===== src/rtl/sram1rw_ctrl_if.sv =====
// Core-side request/response bus of the 1RW SRAM controller.
// master = memory client, slave = controller.
interface sram1rw_ctrl_if #(
   parameter int ADDR_W = 10,
   parameter int DATA_W = 8
);
   logic              req_valid;
   logic              req_ready;
   logic              req_we;
   logic [ADDR_W-1:0] req_addr;
   logic [DATA_W-1:0] req_wdata;
   logic              resp_valid;
   logic              resp_ready;
   logic [DATA_W-1:0] resp_rdata;
   logic              clear_req;
   logic              busy;

   modport master (
      output req_valid, req_we, req_addr, req_wdata, resp_ready, clear_req,
      input  req_ready, resp_valid, resp_rdata, busy
   );

   modport slave (
      input  req_valid, req_we, req_addr, req_wdata, resp_ready, clear_req,
      output req_ready, resp_valid, resp_rdata, busy
   );
endinterface


===== src/rtl/sram1rw_ctrl.sv =====
// Initiator-side controller for a 1RW SRAM macro with active-low controls:
// valid/ready requests in, ordered read responses out, plus a clear sweep.
module sram1rw_ctrl #(
   parameter int                 ADDR_W         = 10,
   parameter int                 DATA_W         = 8,
   parameter int                 RESP_DEPTH     = 2,
   parameter bit                 CLEAR_ON_RESET = 1'b1,
   parameter logic [DATA_W-1:0]  CLEAR_VALUE    = '0
) (
   input  logic              clock,
   input  logic              reset_n,
   sram1rw_ctrl_if.slave     bus,
   output logic [ADDR_W-1:0] sram_a,
   output logic [DATA_W-1:0] sram_i,
   input  logic [DATA_W-1:0] sram_o,
   output logic              sram_csb,
   output logic              sram_web,
   output logic              sram_oeb
);
   localparam int PTR_W = (RESP_DEPTH > 1) ? $clog2(RESP_DEPTH) : 1;
   localparam int CNT_W = $clog2(RESP_DEPTH + 1);
   localparam int OCC_W = CNT_W + 1;

   typedef enum logic {S_RUN, S_CLEAR} state_t;
   localparam state_t RST_STATE = CLEAR_ON_RESET ? S_CLEAR : S_RUN;

   state_t            state, state_nxt;
   logic              clr_pend, clr_pend_nxt;
   logic [ADDR_W-1:0] clr_cnt, clr_cnt_nxt;
   logic              rd_pend;

   logic [DATA_W-1:0] fifo_mem [RESP_DEPTH];
   logic [PTR_W-1:0]  wptr, rptr;
   logic [CNT_W-1:0]  count;
   logic [OCC_W-1:0]  occ;
   logic              accept, push, pop, room;

   function automatic logic [PTR_W-1:0] nxt_ptr(input logic [PTR_W-1:0] p);
      return (p == PTR_W'(RESP_DEPTH - 1)) ? '0 : p + 1'b1;
   endfunction

   // Credit check counts the read still in the macro pipe, so the FIFO
   // can never be overrun by the push one edge after accept.
   assign push   = rd_pend;
   assign pop    = (count != '0) && bus.resp_ready;
   assign occ    = OCC_W'(count) + OCC_W'(rd_pend) - OCC_W'(pop);
   assign room   = occ < OCC_W'(RESP_DEPTH);

   assign bus.req_ready  = reset_n && (state == S_RUN) && !clr_pend && room;
   assign bus.busy       = reset_n && (state == S_CLEAR);
   assign bus.resp_valid = (count != '0);
   assign bus.resp_rdata = fifo_mem[rptr];
   assign accept         = bus.req_valid && bus.req_ready;

   always_comb begin
      state_nxt    = state;
      clr_pend_nxt = clr_pend;
      clr_cnt_nxt  = clr_cnt;
      sram_a       = bus.req_addr;
      sram_i       = bus.req_wdata;
      sram_csb     = 1'b1;
      sram_web     = 1'b1;
      sram_oeb     = 1'b1;
      case (state)
         S_RUN: begin
            if (bus.clear_req) clr_pend_nxt = 1'b1;
            if (accept) begin
               sram_csb = 1'b0;
               sram_web = ~bus.req_we;
               sram_oeb = bus.req_we;
            end
            // Wait for the outstanding read to land before sweeping.
            if (clr_pend && !rd_pend) begin
               state_nxt    = S_CLEAR;
               clr_pend_nxt = 1'b0;
            end
         end
         S_CLEAR: begin
            sram_csb    = 1'b0;
            sram_web    = 1'b0;
            sram_oeb    = 1'b1;
            sram_a      = clr_cnt;
            sram_i      = CLEAR_VALUE;
            clr_cnt_nxt = clr_cnt + 1'b1;
            if (clr_cnt == '1) state_nxt = S_RUN;
         end
         default: state_nxt = S_RUN;
      endcase
      // Pins go idle immediately on reset, without waiting for a clock.
      if (!reset_n) begin
         sram_a   = '0;
         sram_i   = '0;
         sram_csb = 1'b1;
         sram_web = 1'b1;
         sram_oeb = 1'b1;
      end
   end

   always_ff @(posedge clock or negedge reset_n) begin
      if (!reset_n) begin
         state    <= RST_STATE;
         clr_pend <= 1'b0;
         clr_cnt  <= '0;
         rd_pend  <= 1'b0;
      end else begin
         state    <= state_nxt;
         clr_pend <= clr_pend_nxt;
         clr_cnt  <= clr_cnt_nxt;
         rd_pend  <= accept && !bus.req_we;
      end
   end

   always_ff @(posedge clock or negedge reset_n) begin
      if (!reset_n) begin
         wptr  <= '0;
         rptr  <= '0;
         count <= '0;
      end else begin
         if (push) wptr <= nxt_ptr(wptr);
         if (pop)  rptr <= nxt_ptr(rptr);
         case ({push, pop})
            2'b10:   count <= count + 1'b1;
            2'b01:   count <= count - 1'b1;
            default: count <= count;
         endcase
      end
   end

   always_ff @(posedge clock) begin
      if (push) fifo_mem[wptr] <= sram_o;
   end

   no_overflow: assert property (@(posedge clock) disable iff (!reset_n)
      !(push && !pop && (count == CNT_W'(RESP_DEPTH))));
endmodule


===== src/flat_wrapper.sv =====
// flat-port wrapper written by rule: the top's interface ports become plain ports
module sram1rw_ctrl_flat 
#(
   parameter int                 ADDR_W         = 10,
   parameter int                 DATA_W         = 8,
   parameter int                 RESP_DEPTH     = 2,
   parameter bit                 CLEAR_ON_RESET = 1'b1,
   parameter logic [DATA_W-1:0]  CLEAR_VALUE    = '0
)
  (clock, reset_n, sram_a, sram_i, sram_o, sram_csb, sram_web, sram_oeb, bus_req_valid, bus_req_we, bus_req_addr, bus_req_wdata, bus_resp_ready, bus_clear_req, bus_req_ready, bus_resp_valid, bus_resp_rdata, bus_busy);
  sram1rw_ctrl_if #(.ADDR_W(ADDR_W), .DATA_W(DATA_W)) bus_i ();
  input  logic clock;
  input  logic reset_n;
  output logic [ADDR_W-1:0] sram_a;
  output logic [DATA_W-1:0] sram_i;
  input  logic [DATA_W-1:0] sram_o;
  output logic sram_csb;
  output logic sram_web;
  output logic sram_oeb;
  input wire logic [$bits(bus_i.req_valid)-1:0] bus_req_valid;
  input wire logic [$bits(bus_i.req_we)-1:0] bus_req_we;
  input wire logic [$bits(bus_i.req_addr)-1:0] bus_req_addr;
  input wire logic [$bits(bus_i.req_wdata)-1:0] bus_req_wdata;
  input wire logic [$bits(bus_i.resp_ready)-1:0] bus_resp_ready;
  input wire logic [$bits(bus_i.clear_req)-1:0] bus_clear_req;
  output wire logic [$bits(bus_i.req_ready)-1:0] bus_req_ready;
  output wire logic [$bits(bus_i.resp_valid)-1:0] bus_resp_valid;
  output wire logic [$bits(bus_i.resp_rdata)-1:0] bus_resp_rdata;
  output wire logic [$bits(bus_i.busy)-1:0] bus_busy;
  assign bus_i.req_valid = bus_req_valid;
  assign bus_i.req_we = bus_req_we;
  assign bus_i.req_addr = bus_req_addr;
  assign bus_i.req_wdata = bus_req_wdata;
  assign bus_i.resp_ready = bus_resp_ready;
  assign bus_i.clear_req = bus_clear_req;
  assign bus_req_ready = bus_i.req_ready;
  assign bus_resp_valid = bus_i.resp_valid;
  assign bus_resp_rdata = bus_i.resp_rdata;
  assign bus_busy = bus_i.busy;
  sram1rw_ctrl #(.ADDR_W(ADDR_W), .DATA_W(DATA_W), .RESP_DEPTH(RESP_DEPTH), .CLEAR_ON_RESET(CLEAR_ON_RESET), .CLEAR_VALUE(CLEAR_VALUE)) u_core (.clock(clock), .reset_n(reset_n), .bus(bus_i), .sram_a(sram_a), .sram_i(sram_i), .sram_o(sram_o), .sram_csb(sram_csb), .sram_web(sram_web), .sram_oeb(sram_oeb));
endmodule

===== config.mk =====
export PLATFORM = sky130hd
export DESIGN_NAME = sram1rw_ctrl_flat
export DESIGN_NICKNAME = d
export VERILOG_FILES = /design/src/rtl/sram1rw_ctrl_if.sv /design/src/rtl/sram1rw_ctrl.sv /design/src/flat_wrapper.sv
export SDC_FILE = /design/constraint.sdc
export NUM_CORES = 1
export LEC_CHECK = 0
export ABC_AREA = 0
export BUFFER_PORTS_ARGS = -buffer_cell sky130_fd_sc_hd__buf_2
export CORE_MARGIN = 8
export CORE_UTILIZATION = 35
export CTS_CLUSTER_DIAMETER = 80
export DETAILED_ROUTE_END_ITERATION = 10
export SYNTH_ARGS = -nofsm -noshare
export SYNTH_HDL_FRONTEND = slang
export SYNTH_SLANG_ARGS = --single-unit

===== constraint.sdc =====
create_clock -name clock -period 3.13 [get_ports clock]
set_input_delay 0.313 -clock clock [delete_from_list [all_inputs] [get_ports clock]]
set_output_delay 0.313 -clock clock [all_outputs]
set_load 0.01 [all_outputs]

==> flow_summary.ini, run 1 <==
[status]
outcome = completed

[hold_path]
hold_path.class = primary input to async pin

[critical_path]
slowest_stage = fa_1
cp-start-kind = flop
endpoint_kind = primary output
path_cells = and3b_1 > o21ai_0 > fa_1 > nor2b_1 > and4b_4 > a31oi_4 > buf_2
cpLargestDelayFamily = simple AND/OR/NAND/NOR gates
worstPathMaxFanout = 7
path_buf_inv = 1
cp.arrival_ns = 2.29
worst_path_largest_cell_delay_ns = 0.49
worstPathRequired_ns = 2.82
worstSetupPathType = flop to primary output

[run]
maxCapViolCount = 0

[synthesis]
synthTopCellsByCount = dfrtp_1, edfxtp_1, nor2b_1
synth_cell_type_count = 32
async_reset_ff_share_pct = 51.5
yosysSeqAreaShare_pct = 54.3
avgSynthCellArea_um2 = 12.3
synth_fp_nets = 170
yosys_register_bits = 33
yosysWarnings = 0
syn_inst = 136
synth_top_cell_area_share_pct = 28.7
synth_top_area_cell = edfxtp_1
synth_edf_count = 16
ys_top_cells_by_area = edfxtp_1, dfrtp_1, mux2_2
syn_area_um2 = 1670
synth_top_flop_cell = edfxtp_1

[clocking]
path_clk_slew_ns = 0.06
cts_buffers = 5
clkLatencyLatePin_ns = 0.27
cts-resized-gates = 0
cts_htree_levels = 2
clock_path_buffers = 2
root_buffer = clkbuf_8
post-cts-setup-buffers = 0
cts_hold_buf = 0
cts_tree = done
cts_sinks = 33

[pwr]
ir_drop_mv = 0.408
leakage_nw = 1.02
power.density_nw_per_um2 = 665
power.total_mw = 1.41

[route]
routed_wl_mm = 3.49
drtPass1Iterations = 4
ant_nets = 0
num_vias = 1161
routedWlPerCell_um = 13.6
drt_iter0_drc = 38
via_per_inst = 4.52
route.detailed.drc = 0

[sta]
rsz0062_at_grt = false
setup_violations = 0
period_share_pct = 83.3
fin_crit_ns = 2.61
slew_viol_final = 0
max_freq_ghz = 0.384
worstMarginPinSlew_ns = 0.710
hold_viol = 0
finalWorstSetupSlack_ns = 0.523
tns_ns = 0
skew_ns = 0.00388
worst_hold_slack_ns = 0.0519
slew_headroom_pct = 52.6

[place]
dp_hpwl_mm = 2.71
gp_congestion = 0.735
place_area_um2 = 2030
dp.cells = 249
portBuffers = 63
dp_slack_ns = 0.799

[finish]
multi_input_comb_area_um2 = 726
n_antenna_cell = 0
final_cells = 257
finalInstanceArea_um2 = 2120
final_nets = 236
fin_util_pct = 45.5
drive_above_1_share_pct = 41.4
final-seq-area_um2 = 907
syn_to_final_growth_pct = 26.9
fillers = 448

[global_route]
antenna_found_initial = 0
grt-ovfl-total = 0
grt.total_usage_pct = 10.1
grt_pass1_wl_mm = 5.84
grt_pass1_vias = 1213
grt_max_degree = 31

[floorplan]
die_w_um = 85.1
die_h_um = 85.1
core_area_um2 = 4660
die_area_um2 = 7240
start_util_pct = 35.9
ios = 64
rows = 25
-- logic make-up after synthesis --
group / Yosys count / synth area share (%)
adders and majority gates: 2 / 1.95
xor gates and xnor gates: 13 / 6.81
DFF: 33 / 54.3
AOI/OAI and AO/OA: 8 / 3.52
muxes: 19 / 12.1
and+or+nand+nor: 54 / 19.1
buffers and inverters: 7 / 2.32
-- metal layers --
metal / wire, µm / global-route usage [%] / share of wire (%)
met1: 1470 / 11.0 / 42
met2: 1750 / 17.0 / 50
met3: 253 / 4.73 / 7.3
met4: 23 / 3.40 / 0.66
met5: 0 / 0 / 0
-- cells in the final DEF, fill, tap and decap left out, types with 2 or more instances in the layout --
master	n
edfxtp_1	16
clkbuf_1	2
nand4_1	2
buf_2	63
dfrtp_1	16
inv_1	2
xnor2_1	6
nor3_1	5
a21oi_1	3
clkbuf_8	6
nand2_1	10
mux2_2	9
and2b_1	2
and2_1	10
o21ai_0	2
xor2_1	7
nor2_1	5
nand2b_1	2
nor2b_1	12
mux2i_1	10
nand3_1	2
-- worst paths after layout --
check                                       startpoint                              end  slack, ns  cells past startpoint
min in group clock                           sram_o[4]  u_core.fifo_mem[0][4]$_DFFE_PP_       0.23                      1
max in group asynchronous                      reset_n           u_core.state$_DFF_PN1_       2.78                      2
setup reg to reg           u_core.count[1]$_DFFE_PN0P_            u_core.push$_DFF_PN0_       1.16                      6
hold reg to reg                u_core.wptr$_DFFE_PN0P_          u_core.wptr$_DFFE_PN0P_       0.49                      1
hold / removal                                 reset_n    u_core.clr_cnt[3]$_DFFE_PN0P_       0.05                      2
setup / recovery           u_core.count[1]$_DFFE_PN0P_                         sram_web       0.52                      7
-- final cells by class --
class | count | area share [%]
sequential | 33 | 42.8
multi-input combinational | 96 | 34.2
timing repair buffer | 64 | 15.2
clock buffer | 8 | 4.25
tap | 54 | 3.19
inverter | 2 | 0.354
-- state kept, by name, indices dropped and copies added (netlist names) --
signal           flops
u_core.clr_cnt      10
u_core.fifo_mem     16
u_core.state         1
u_core.clr_pend      1
u_core.push          1
u_core.count         2
u_core.wptr          1
u_core.rptr          1
-- where the power goes --
part | switching (mW) | internal [mW]
clock | 0.136 | 0.179
combinational | 0.192 | 0.232
sequential | 0.137 | 0.535
total | 0.465 | 0.946
Power figures use the tool's default switching activity.
==> run 2, diff against run 1 <==
--- a/config.mk
+++ b/config.mk
@@ -5,7 +5,7 @@
 export SDC_FILE = /design/constraint.sdc
 export NUM_CORES = 1
 export LEC_CHECK = 0
-export ABC_AREA = 0
+export ABC_AREA = 1
 export BUFFER_PORTS_ARGS = -buffer_cell sky130_fd_sc_hd__buf_2
 export CORE_MARGIN = 8
 export CORE_UTILIZATION = 35
==> constraint.sdc (replaced) <==
create_clock -name clock -period 2.5 [get_ports clock]
set_input_delay 0.25 -clock clock [delete_from_list [all_inputs] [get_ports clock]]
set_output_delay 0.25 -clock clock [all_outputs]
set_load 0.01 [all_outputs]
==> run 2 against run 1 <==
Effect of this change: count of clock-buffer cells in the layout fell by 3; critical path depth increased by 4; non-clock buffer count grew 1; combinational power rose by 48%; clock skew up 0.0040 ns; sequential share of layout area down 2.4 points; wire length up 13%; worst hold slack better by 0.087 ns; cell area rose by 6.2%; power increased by 43%; flip-flop and latch count unchanged; critical path type unchanged; largest cell class unchanged; largest power group unchanged; highest routed layer unchanged.
==> flow_summary.ini, run 2 <==
[hold_path]
hold_start = bus_req_we
hold_depth = 2
hold_end = u_core.push$_DFF_PN0_
hold_path.class = primary input to flop

[sta]
setup_violations = 0
skew_ns = 0.00788
period_share_pct = 92.8
rsz0062_at_grt = false
max_freq_ghz = 0.431
fin_crit_ns = 2.32
hold_viol = 0
tns_ns = 0
slew_headroom_pct = 50.9
slew_viol_final = 0
worstMarginPinSlew_ns = 0.734

[synthesis]
yosysMostFrequentCell = nand2_1
synth_top_area_cell = edfxtp_1
synth_cell_type_count = 26
synthTopCellsByCount = nand2_1, inv_1, nand3_1
synth_fp_nets = 239
synth_top_cell_area_share_pct = 27.7
ys_top_cells_by_area = edfxtp_1, dfrtp_1, nand2_1
syn_inst = 205
async_reset_ff_share_pct = 51.5
syn_area_um2 = 1730
yosys_register_bits = 33
yosysWarnings = 0
synth_top_flop_cell = edfxtp_1
avgSynthCellArea_um2 = 8.45
synth_edf_count = 16
yosysSeqAreaShare_pct = 52.4

[critical_path]
r2r_slack_ns = 0.81
worstSetupPathType = flop to primary output
path_common_cell = nand2_1
endpoint_kind = primary output
r2r-end = u_core.push$_DFF_PN0_
cp.arrival_ns = 2.07
path_cells = inv_1 > nand3_1 > nand2_1 > nand2_1 > fa_1 > nand2_1 > nor2_2 > nand3_2 > nand2_1 > nand2_1 > buf_2
r2r_start = u_core.count[0]$_DFFE_PN0P_
cp-start-kind = flop
critPathLaunch = u_core.count[0]$_DFFE_PN0P_
slowest_stage = fa_1
worstPathMaxFanout = 4
worst_path_largest_cell_delay_ns = 0.51
r2r_cells = 9
worstPathRequired_ns = 2.25

[global_route]
grt-ovfl-total = 0
grt.total_usage_pct = 11.0
antenna_found_initial = 0
grt_pass1_wl_mm = 6.45
grt_pass1_vias = 1462
grt_max_degree = 22

[floorplan]
ios = 64
die_area_um2 = 7450
core_area_um2 = 4750
die_h_um = 86.3
start_util_pct = 36.4
rows = 25
die_w_um = 86.3

[clocking]
cts_tree = done
post-cts-setup-buffers = 0
clkLatencyLatePin_ns = 0.28
cts_buffers = 5
cts_htree_levels = 2
clock_path_buffers = 2
path_clk_slew_ns = 0.07
root_buffer = clkbuf_8
cts_sinks = 33

[route]
route.detailed.drc = 0
wl_met3_um = 244
drtPass1Iterations = 4
num_vias = 1470
routedWlPerCell_um = 11.6
via_per_inst = 4.34
wl_met2_mm = 1.88
highest_layer = met4
met1Wirelength_mm = 1.75
ant_nets = 0
routed_wl_mm = 3.93
drt_iter0_drc = 66

[pwr]
power.density_nw_per_um2 = 893
ir_drop_mv = 0.457
leakage_nw = 1.21

[place]
dp_hpwl_mm = 2.97
gp_congestion = 0.718
portBuffers = 63
dp.cells = 330

[finish]
final_common_cell = buf_2
final_nets = 305
n_antenna_cell = 0
largest_reg_flops = 16
final_cells = 339
fillers = 486
layout_common_cells = buf_2, nand2_1, inv_1
regMostFlops = u_core.fifo_mem
reg_top3 = u_core.fifo_mem (16), u_core.clr_cnt (10), u_core.count (2)
syn_to_final_growth_pct = 30.1
drive_above_1_share_pct = 31.6

[status]
outcome = completed

[run]
maxCapViolCount = 0
==> run 2: cell types whose count changed after synthesis, sizes merged, moves of 4 or more <==
cell,change
nor3,-4
nor2,+11
o21ai,+9
xnor2,-6
mux2,-9
nand3,+19
nand2,+50
inv,+36
nor2b,-12
and2,-9
mux2i,-10
==> run 2: final cells by class <==
class                   count  area, µm²  share of cell area, %
clock buffers               5       68.8                   3.06
clock inverters             3       65.1                   2.89
inverters                  39        146                   6.50
multi-input cells         127        647                   28.7
flip-flops and latches     33        908                   40.3
well taps                  67       83.8                   3.72
repair buffers             65        333                   14.8
==> run 2: metrics by stage <==
step	worst slack [ns]	util [%]	hold WS, ns	power, mW	cell area, µm²
6_report	0.179	47.4	0.139	2.01	2250
5_1_grt	0.0127	47.4	0.120	2.18	2250
4_1_cts	0.166	47.2	0.130	2.04	2250
3_5_place_dp	0.475	44.2	0.121	1.44	2100
3_3_place_gp	0.515	44.2	0.124	1.43	2100
2_1_floorplan	0.714	-	-0.0456	1.22	1730
==> run 2: power breakdown <==
group	switching, mW	internal [mW]
combinational	0.381	0.247
clock	0.193	0.396
sequential	0.127	0.669
==> run 2: logic make-up (layout without fill, tap and decap cells) <==
logic type                 after synthesis  in the layout  synth area share, %
and+or+nand+nor                        105            105                 28.0
xor gates and xnor gates                 6              6                 3.03
AOI/OAI and AO/OA                       14             14                 4.19
adders and majority gates                2              2                 1.88
DFF                                     33             33                 52.4
buffers and inverters                   45            112                 10.5
==> run 2: worst max-delay path by stage <==
stage / endpoint / slack (ns) / cells after the start
2_1_floorplan: sram_web / 0.71 / 10
3_3_place_gp: sram_web / 0.52 / 11
3_5_place_dp: sram_web / 0.48 / 11
4_1_cts: sram_web / 0.17 / 11
5_1_grt: sram_web / 0.01 / 11
6_report: sram_web / 0.18 / 11
==> run 2: what timing repair did <==
item | 4_1_cts | 5_1_grt
endpoints found under the setup margin | 0 | 2
hold buffers | 1 | 0
endpoints found under the hold margin | 6 | 0
gates resized for setup | 0 | 2
==> run 2: layer usage <==
metal,vias up,GRT usage [%]
li1,773,-
met1,650,12.9
met2,42,17.5
met3,5,3.97
met4,0,4.69
met5,-,0
==> run 2: critical path, delay by kind of cell (launching register included) <==
family / cells / cell delay, ns
and+or+nand+nor: 8 / 0.67
DFF: 1 / 0.41
adders and majority gates: 1 / 0.51
buffers and inverters: 2 / 0.22
==> run 3, diff against run 2 <==
--- a/config.mk
+++ b/config.mk
@@ -9,8 +9,10 @@
 export BUFFER_PORTS_ARGS = -buffer_cell sky130_fd_sc_hd__buf_2
 export CORE_MARGIN = 8
 export CORE_UTILIZATION = 35
+export CTS_BUF_LIST = sky130_fd_sc_hd__clkbuf_4
 export CTS_CLUSTER_DIAMETER = 80
 export DETAILED_ROUTE_END_ITERATION = 10
+export RECOVER_POWER = 100
 export SYNTH_ARGS = -nofsm -noshare
 export SYNTH_HDL_FRONTEND = slang
 export SYNTH_SLANG_ARGS = --single-unit
==> run 3 against run 2 <==
Effect of this change: via count is essentially flat; worst setup slack lost 0.051 ns; largest power group unchanged; highest routed layer unchanged; flip-flop and latch count stayed put; critical path type unchanged; sequential power is essentially flat.
==> flow_summary.ini, run 3 (synthesis results as in run 2) <==
[status]
outcome = completed

[clocking]
cts_tree = done
path_clk_slew_ns = 0.10
cts_htree_levels = 2
cts_sinks = 33
root_buffer = clkbuf_4
clock_path_buffers = 2
cts_buffers = 5
clkLatencyLatePin_ns = 0.33

[pwr]
ir_drop_mv = 0.436
leakage_nw = 1.20
p_sw_share_pct = 36.0
pwr-share-seq_pct = 41.5
power.density_nw_per_um2 = 854
p_sw_mw = 0.690
intPower_mw = 1.23
p_clk_share_pct = 25.6
power.total_mw = 1.92
combPwrFrac_pct = 33.0

[sta]
worst_hold_slack_ns = 0.0897
finalWorstSetupSlack_ns = 0.128
tns_ns = 0
worstMarginPinSlew_ns = 0.727
max_freq_ghz = 0.422
slew_headroom_pct = 51.3
period_share_pct = 94.9
skew_ns = 0.00851
slew_viol_final = 0
fin_crit_ns = 2.37
hold_viol = 0
setup_violations = 0

[place]
portBuffers = 63
dp_slack_ns = 0.475
dp.cells = 330
dp_hpwl_mm = 2.97
place_area_um2 = 2100
gp_congestion = 0.718

[floorplan]
ios = 64
die_h_um = 86.3
rows = 25
core_area_um2 = 4750
die_area_um2 = 7450
start_util_pct = 36.4
die_w_um = 86.3

[global_route]
grt.total_usage_pct = 11.0
grt_pass1_wl_mm = 6.47
grt_max_degree = 22
antenna_found_initial = 0
grt-ovfl-total = 0
grt_pass1_vias = 1467

[route]
drtPass1Iterations = 4
routed_wl_mm = 3.96
route.detailed.drc = 0
routedWlPerCell_um = 11.6
via_per_inst = 4.31
ant_nets = 0
drt_iter0_drc = 64
num_vias = 1471

[critical_path]
slowest_stage = fa_1
endpoint_kind = primary output
worstPathRequired_ns = 2.25
cpLargestDelayFamily = simple AND/OR/NAND/NOR gates
worstPathMaxFanout = 4
path_buf_inv = 3
worstSetupPathType = flop to primary output
cp.arrival_ns = 2.12
r2r_slack_ns = 0.80
cp-start-kind = flop
worst_path_largest_cell_delay_ns = 0.51
path_cells = inv_1 > nand3_2 > nand2_2 > nand2_1 > fa_1 > nand2_1 > nor2_2 > nand3_2 > nor2_2 > inv_1 > buf_2

[hold_path]
hold_path.class = primary input to flop

[finish]
largest_reg_flops = 16
final_nets = 307
layout_common_cells = buf_2, nand2_1, inv_1
finalInstanceArea_um2 = 2240
fin_util_pct = 47.2
drive_above_1_share_pct = 32.5
reg_top3 = u_core.fifo_mem (16), u_core.clr_cnt (10), u_core.count (2)
final_cells = 341
final_common_cell = buf_2
fillers = 479
regMostFlops = u_core.fifo_mem
n_antenna_cell = 0
syn_to_final_growth_pct = 29.6

[run]
maxCapViolCount = 0
[run 3: cell types whose count changed in the layout (fill, tap and decap cells not counted)]
cell	delta
clkbuf_4	+5
nand2_2	+2
nand3_2	+1
nand2_1	-2
buf_4	+2
nand3_1	-1
clkbuf_8	-5
buf_2	-2
clkbuf_1	+2
[run 3: worst paths after layout]
kind | startpoint | end | cells past startpoint
setup / recovery | u_core.count[0]$_DFFE_PN0P_ | sram_oeb | 11
hold / removal | bus_req_we | u_core.push$_DFF_PN0_ | 2
setup reg to reg | u_core.count[0]$_DFFE_PN0P_ | u_core.push$_DFF_PN0_ | 9
hold reg to reg | u_core.clr_cnt[8]$_DFFE_PN0P_ | u_core.clr_cnt[8]$_DFFE_PN0P_ | 2
max in group asynchronous | reset_n | u_core.state$_DFF_PN1_ | 3
min in group asynchronous | reset_n | u_core.count[0]$_DFFE_PN0P_ | 2
[run 3: metal layers]
layer  vias up  part of all wire (%)  global-route usage [%]
met5         -                     0                       0
met4         0                   1.2                    4.69
met3         5                   6.0                    3.97
met2        39                    49                    17.6
met1       651                    44                    12.8
li1        776                     -                       -
[run 3: final cells by class]
class | count | area [µm²] | area share [%]
Multi-Input combinational cell | 127 | 657 | 29.3
Sequential cell | 33 | 908 | 40.5
Inverter | 39 | 146 | 6.53
Clock buffer | 5 | 37.5 | 1.67
Clock inverter | 3 | 65.1 | 2.90
Timing Repair Buffer | 67 | 345 | 15.4
Tap cell | 67 | 83.8 | 3.74
[run 3: power groups by stage]
stage / combinational [mW] / clock (mW) / sequential [mW]
6_report: 0.632 / 0.490 / 0.795
2_1_floorplan: 0.469 / 0 / 0.751
3_5_place_dp: 0.637 / 0 / 0.806
4_1_cts: 0.640 / 0.503 / 0.796
5_1_grt: 0.740 / 0.535 / 0.817
3_3_place_gp: 0.629 / 0 / 0.806
[run 3: worst register-to-register path, stage by stage, from the launching register on]
cell and delay, ns:
dfrtp_1 0.42, inv_1 0.10, nand3_2 0.08, nand2_2 0.07
nand2_1 0.06, fa_1 0.51, nand2_1 0.07, nor2_2 0.12
nand3_2 0.11, nor2_2 0.10
[run 3: repair_timing]
action / CTS / global route
hold buffers: 1 / 0
resized for setup: 0 / 5
setup endpoints to repair: 0 / 3
setup buffers: 0 / 2
hold endpoints to repair: 6 / 0
